**src/rtl/controle_cronometro.sv**
```systemverilog
// MM:SS countdown stopwatch controller: BCD digit registers, one-second prescaler, run/pause/done FSM.
// Optional alarm output is built only when CRONO_ALARME_EN is defined; otherwise alarme is tied low.
module controle_cronometro #(
  parameter int TICK_DIV   = 50000000,
  parameter int ALARM_SECS = 5
) (
  input  logic       clk1,
  input  logic       reset,
  input  logic       start_pause,
  input  logic       clear,
  input  logic       load,
  input  logic [3:0] preset_min_d,
  input  logic [3:0] preset_min_u,
  input  logic [3:0] preset_seg_d,
  input  logic [3:0] preset_seg_u,
  output logic [3:0] min_d,
  output logic [3:0] min_u,
  output logic [3:0] seg_d,
  output logic [3:0] seg_u,
  output logic       running,
  output logic       done,
  output logic       tick,
  output logic       alarme
);

  localparam int PW = $clog2(TICK_DIV);
  localparam logic [PW-1:0] PRESC_LAST = PW'(TICK_DIV - 1);

  typedef enum logic [1:0] {IDLE, RUN, PAUSE, DONE} state_t;

  state_t        state_q, state_d;
  logic [PW-1:0] presc_q, presc_d;
  logic [3:0]    minTens_q, minTens_d, minUnits_q, minUnits_d;
  logic [3:0]    secTens_q, secTens_d, secUnits_q, secUnits_d;
  logic          startPrev_q;
  logic          running_q, running_d, done_q, done_d, tick_q, tick_d;

  logic          startEdge, isZero, isOne, wrap;
  logic [3:0]    decMinTens, decMinUnits, decSecTens, decSecUnits;
  logic [3:0]    ldMinTens, ldMinUnits, ldSecTens, ldSecUnits;

`ifdef CRONO_ALARME_EN
  localparam int AW = $clog2(ALARM_SECS + 1);
  logic [AW-1:0] alarmSecs_q, alarmSecs_d;
  logic          alarme_q, alarme_d;
`endif

  assign startEdge = start_pause & ~startPrev_q;
  assign wrap      = (presc_q == PRESC_LAST);
  assign isZero    = (minTens_q == 4'd0) && (minUnits_q == 4'd0) &&
                     (secTens_q == 4'd0) && (secUnits_q == 4'd0);
  assign isOne     = (minTens_q == 4'd0) && (minUnits_q == 4'd0) &&
                     (secTens_q == 4'd0) && (secUnits_q == 4'd1);

  assign ldMinTens  = (preset_min_d > 4'd9) ? 4'd9 : preset_min_d;
  assign ldMinUnits = (preset_min_u > 4'd9) ? 4'd9 : preset_min_u;
  assign ldSecTens  = (preset_seg_d > 4'd5) ? 4'd5 : preset_seg_d;
  assign ldSecUnits = (preset_seg_u > 4'd9) ? 4'd9 : preset_seg_u;

  // One-second decrement with the BCD borrow chain; never called on 00:00.
  always_comb begin
    decMinTens  = minTens_q;
    decMinUnits = minUnits_q;
    decSecTens  = secTens_q;
    decSecUnits = secUnits_q - 4'd1;
    if (secUnits_q == 4'd0) begin
      decSecUnits = 4'd9;
      if (secTens_q == 4'd0) begin
        decSecTens = 4'd5;
        if (minUnits_q == 4'd0) begin
          decMinUnits = 4'd9;
          decMinTens  = minTens_q - 4'd1;
        end else begin
          decMinUnits = minUnits_q - 4'd1;
        end
      end else begin
        decSecTens = secTens_q - 4'd1;
      end
    end
  end

  always_comb begin
    state_d    = state_q;
    presc_d    = presc_q;
    minTens_d  = minTens_q;
    minUnits_d = minUnits_q;
    secTens_d  = secTens_q;
    secUnits_d = secUnits_q;
    tick_d     = 1'b0;
`ifdef CRONO_ALARME_EN
    alarme_d    = alarme_q;
    alarmSecs_d = alarmSecs_q;
`endif
    if (clear) begin
      state_d    = IDLE;
      presc_d    = '0;
      minTens_d  = 4'd0;
      minUnits_d = 4'd0;
      secTens_d  = 4'd0;
      secUnits_d = 4'd0;
    end else if (load && (state_q != RUN)) begin
      state_d    = IDLE;
      minTens_d  = ldMinTens;
      minUnits_d = ldMinUnits;
      secTens_d  = ldSecTens;
      secUnits_d = ldSecUnits;
    end else begin
      case (state_q)
        IDLE: begin
          if (startEdge && !isZero) begin
            state_d = RUN;
            presc_d = '0;
          end
        end
        RUN: begin
          if (startEdge) begin
            state_d = PAUSE;
          end else if (wrap) begin
            presc_d    = '0;
            tick_d     = 1'b1;
            minTens_d  = decMinTens;
            minUnits_d = decMinUnits;
            secTens_d  = decSecTens;
            secUnits_d = decSecUnits;
            if (isOne) begin
              state_d = DONE;
`ifdef CRONO_ALARME_EN
              alarme_d    = 1'b1;
              alarmSecs_d = AW'(ALARM_SECS);
`endif
            end
          end else begin
            presc_d = presc_q + 1'b1;
          end
        end
        PAUSE: begin
          if (startEdge) state_d = RUN;
        end
        DONE: begin
          if (startEdge) begin
            state_d = IDLE;
`ifdef CRONO_ALARME_EN
          end else if (alarme_q) begin
            // The prescaler is reused here to time the alarm in whole seconds.
            if (wrap) begin
              presc_d = '0;
              if (alarmSecs_q == AW'(1)) alarme_d = 1'b0;
              else alarmSecs_d = alarmSecs_q - 1'b1;
            end else begin
              presc_d = presc_q + 1'b1;
            end
`endif
          end
        end
        default: state_d = IDLE;
      endcase
    end
`ifdef CRONO_ALARME_EN
    if (state_d != DONE) alarme_d = 1'b0;
`endif
    running_d = (state_d == RUN);
    done_d    = (state_d == DONE);
  end

  always_ff @(posedge clk1 or negedge reset) begin
    if (!reset) begin
      state_q     <= IDLE;
      presc_q     <= '0;
      minTens_q   <= 4'd0;
      minUnits_q  <= 4'd0;
      secTens_q   <= 4'd0;
      secUnits_q  <= 4'd0;
      startPrev_q <= 1'b0;
      running_q   <= 1'b0;
      done_q      <= 1'b0;
      tick_q      <= 1'b0;
`ifdef CRONO_ALARME_EN
      alarme_q    <= 1'b0;
      alarmSecs_q <= '0;
`endif
    end else begin
      state_q     <= state_d;
      presc_q     <= presc_d;
      minTens_q   <= minTens_d;
      minUnits_q  <= minUnits_d;
      secTens_q   <= secTens_d;
      secUnits_q  <= secUnits_d;
      startPrev_q <= start_pause;
      running_q   <= running_d;
      done_q      <= done_d;
      tick_q      <= tick_d;
`ifdef CRONO_ALARME_EN
      alarme_q    <= alarme_d;
      alarmSecs_q <= alarmSecs_d;
`endif
    end
  end

  assign min_d   = minTens_q;
  assign min_u   = minUnits_q;
  assign seg_d   = secTens_q;
  assign seg_u   = secUnits_q;
  assign running = running_q;
  assign done    = done_q;
  assign tick    = tick_q;
`ifdef CRONO_ALARME_EN
  assign alarme  = alarme_q;
`else
  assign alarme  = 1'b0;
`endif

endmodule

```
**config.mk**
```make
export PLATFORM = sky130hd
export DESIGN_NAME = controle_cronometro
export DESIGN_NICKNAME = d
export VERILOG_FILES = /design/src/rtl/controle_cronometro.sv
export SDC_FILE = /design/constraint.sdc
export NUM_CORES = 1
export LEC_CHECK = 0
export BUFFER_PORTS_ARGS = -buffer_cell sky130_fd_sc_hd__buf_2
export CORE_ASPECT_RATIO = 1.1
export CORE_UTILIZATION = 28
export DETAILED_ROUTE_END_ITERATION = 8
export PLACE_DENSITY = 0.55
export SLEW_MARGIN = 10
export SYNTH_ARGS = -nofsm -noshare
export SYNTH_HDL_FRONTEND = slang
export SYNTH_SLANG_ARGS = --single-unit
```
**constraint.sdc**
```tcl
create_clock -name clk1 -period 2.8 [get_ports clk1]
set_input_delay 0 -clock clk1 [delete_from_list [all_inputs] [get_ports clk1]]
set_output_delay 0 -clock clk1 [all_outputs]
set_load 0.01 [all_outputs]
```
==> qor.yml <==
status: "complete, no violations"
clockBufferDepth: 2
cts.sinks: 48
n_antenna_cell: 0
synth_seq_cells: 48
max-slew-margin-rel_pct: 42.4
power_density_nw_per_um2: 452
drv_slew: 0
post_cts_buffers: 0
wl_um: 8240
worst_slack_ns: 0.449
ff2ff_setup_slack_ns: 0.45
area_growth_pct: 16.1
cts_tree: "yes"
drt-pass1-iter-count: 4
required_ns: 2.95
ant_nets: 0
synth_flop_cell: "dfrtp_1"
timing.max_cap.violations: 0
avgSynthCellArea_um2: 9.09
clock_latency_ns: 0.29
period_share_pct: 84.0
design_area_um2: 3740
grt_usage_pct: 14.6
seq_area_frac_synth_pct: 37.3
drt_iter0_markers: 196
routed_via_density: 5.32
busiest_layer: "met2"
met1_usage_pct: 18.4
wire_per_inst_um: 15.3
hp-class: "in -> reg"
cts_made_buffers: 5
fp.dieW_um: 104
postSynthCellCount: 354
whs_ns: 0.0201
root_buffer: "clkbuf_16"
grt_pass1_vias: 2782
crit_type: "reg -> reg"
rows: 40
dp_slack_ns: 0.467
worst_slew_pin_slew_ns: 0.864
synth_edf_count: 0
coreArea_um2: 11100
drive_gt1_share_pct: 20.5
r2r-start: "min_u[0]$_DFFE_PN0P_"
clk_pin_slew_ns: 0.07
start_util_pct: 29.1
r2r_cells: 8
crit_start: "min_u[0]$_DFFE_PN0P_"
globalRouteMet3Util_pct: 2.33
fin_skew_ns: 0.00579
end_kind: "flip-flop"
cp_data_arrival_time_ns: 2.51
fillCellCount: 1131
setup_tns_ns: 0
die_h_um: 114
hpwlAfterDp_um: 5900
postCtsResizedCells: 0
fmaxAchievable_mhz: 425
antenna_found_initial: 0
critPathLaunchType: "flip-flop"
power.leakage_nw: 1.52
io_pins: 41
synth-async-reset-ratio_pct: 100
r2r_end: "presc_q[7]$_DFFE_PN0P_"
layout.nets: 419
yosysWarnings: 0
cts_max_level: 2
setup_viol: 0
syn_area_um2: 3220
grtUsageMet2_pct: 25.9
grt_max_degree: 30
p_total_mw: 1.69
die_area_um2: 11900
gp_congestion: 0.839
hold_viol: 0
crit_fanout: 18
synthDistinctLibCells: 68
grt_overflow: 0
rsz0062_at_grt: "no"
grt_first_pass_wirelength_um: 14100
port_buffers: 39
ir_drop_mv: 0.262
route.detailed.drc: 0
place_area_um2: 3540
synthesis.nets: 383
period_minus_slack_ns: 2.35
routed-via-count: 2861
endpoint: "presc_q[7]$_DFFE_PN0P_"
-- cells by family after synthesis --
family          after synthesis  share of synthesized area, %
fa+ha+maj                     8                          3.11
other cells                   1                         0.117
mux                           5                          1.59
compound gates               97                          20.3
buf+inv                      40                          5.87
simple gates                151                          30.6
flops                        48                          37.3
xor+xnor                      4                          1.09
-- synth_stat cells (5+ instances only) --
master    instances  area share (%)
a211oi_1          6             1.4
a21oi_1          12             1.9
a31oi_1          33             6.4
and3_1            8             1.6
clkbuf_1         10             1.2
dfrtp_1          48              37
ha_1              8             3.1
inv_1            19             2.2
nand2_1          23             2.7
nand2b_1         10             1.9
nand3_1          18             2.8
nand3b_1          7             1.6
nand4_1           9             1.7
nor2_1           16             1.9
nor2b_1           5            0.97
nor3_1           11             1.7
o21ai_0          12             1.9
-- how the worst min path moves through the flow --
stage                         start                    to  slack [ns]  depth (start not counted)
floorplan                     reset        done$_DFF_PN0_       -0.30                          0
global placement              reset  min_u[3]$_DFFE_PN0P_         0.1                          1
detailed placement            reset  min_u[3]$_DFFE_PN0P_         0.1                          1
CTS                 preset_seg_u[0]  seg_u[0]$_DFFE_PN0P_        0.02                          2
global route        preset_seg_u[0]  seg_u[0]$_DFFE_PN0P_        0.04                          2
finish              preset_seg_u[0]  seg_u[0]$_DFFE_PN0P_        0.02                          2
-- sequential cells by signal (all words and copies together), names as in the netlist, 2 cells and up --
name and cells:
seg_u 4, min_d 4, seg_d 4, min_u 4, state_q 2, presc_q 26
-- report_power, final --
group	leakage [nW]	total (mW)	switching, mW	internal (mW)
Clock	0.0798	0.689	0.269	0.420
Sequential	0.655	0.739	0.0269	0.712
Combinational	0.788	0.261	0.156	0.105
Total	1.52	1.69	0.451	1.24
-- routing by layer --
| layer | routed length (µm) | share of wire, % |
|---|---|---|
| met5 | 0 | 0 |
| met4 | 70 | 0.85 |
| met3 | 213 | 2.6 |
| met2 | 4110 | 50 |
| met1 | 3840 | 47 |
-- placed cells by master (no fill, tap or decap), types with 6 or more instances in the layout --
master | synthesis | routed
dfrtp_1 | 48 | 48
inv_1 | 19 | 19
nand3b_1 | 7 | 7
nand3_1 | 18 | 18
nor2_1 | 16 | 16
nor3_1 | 11 | 11
buf_2 | 3 | 39
nand2_1 | 23 | 23
buf_4 | 4 | 8
and3_1 | 8 | 8
nand4_1 | 9 | 9
o21ai_0 | 12 | 12
ha_1 | 8 | 8
a21oi_1 | 12 | 12
a211oi_1 | 6 | 6
nand2b_1 | 10 | 10
a31oi_1 | 33 | 33
-- layout make-up --
cell class,count,area [µm²],area share (%)
flip-flops and latches,48,1200,32.1
multi-input cells,266,1830,48.9
clock inverters,3,42.5,1.14
clock buffers,5,125,3.35
inverters,19,71.3,1.91
repair buffers,50,285,7.63
well taps,147,184,4.92
-- worst max-delay path, cell delays in order (launching register included) --
cell     delay (ns)
dfrtp_1        0.42
inv_1          0.10
ha_1           0.23
nor4b_2        0.35
nand4_1        0.27
a211o_1        0.37
buf_4          0.22
a41oi_1        0.19
a31oi_1        0.06
-- repair_timing --
action,in CTS,in global routing
hold endpoints to repair,30,0
hold buffers,3,0
endpoints found under the setup margin,0,0
-- through the flow --
stage	instances	utilization (%)
floorplan	354	-
global placement	527	32.0
detailed placement	527	32.0
CTS	538	33.8
global route	538	33.8
finish	538	33.8
Note: power is estimated with default switching activity, not from simulation.
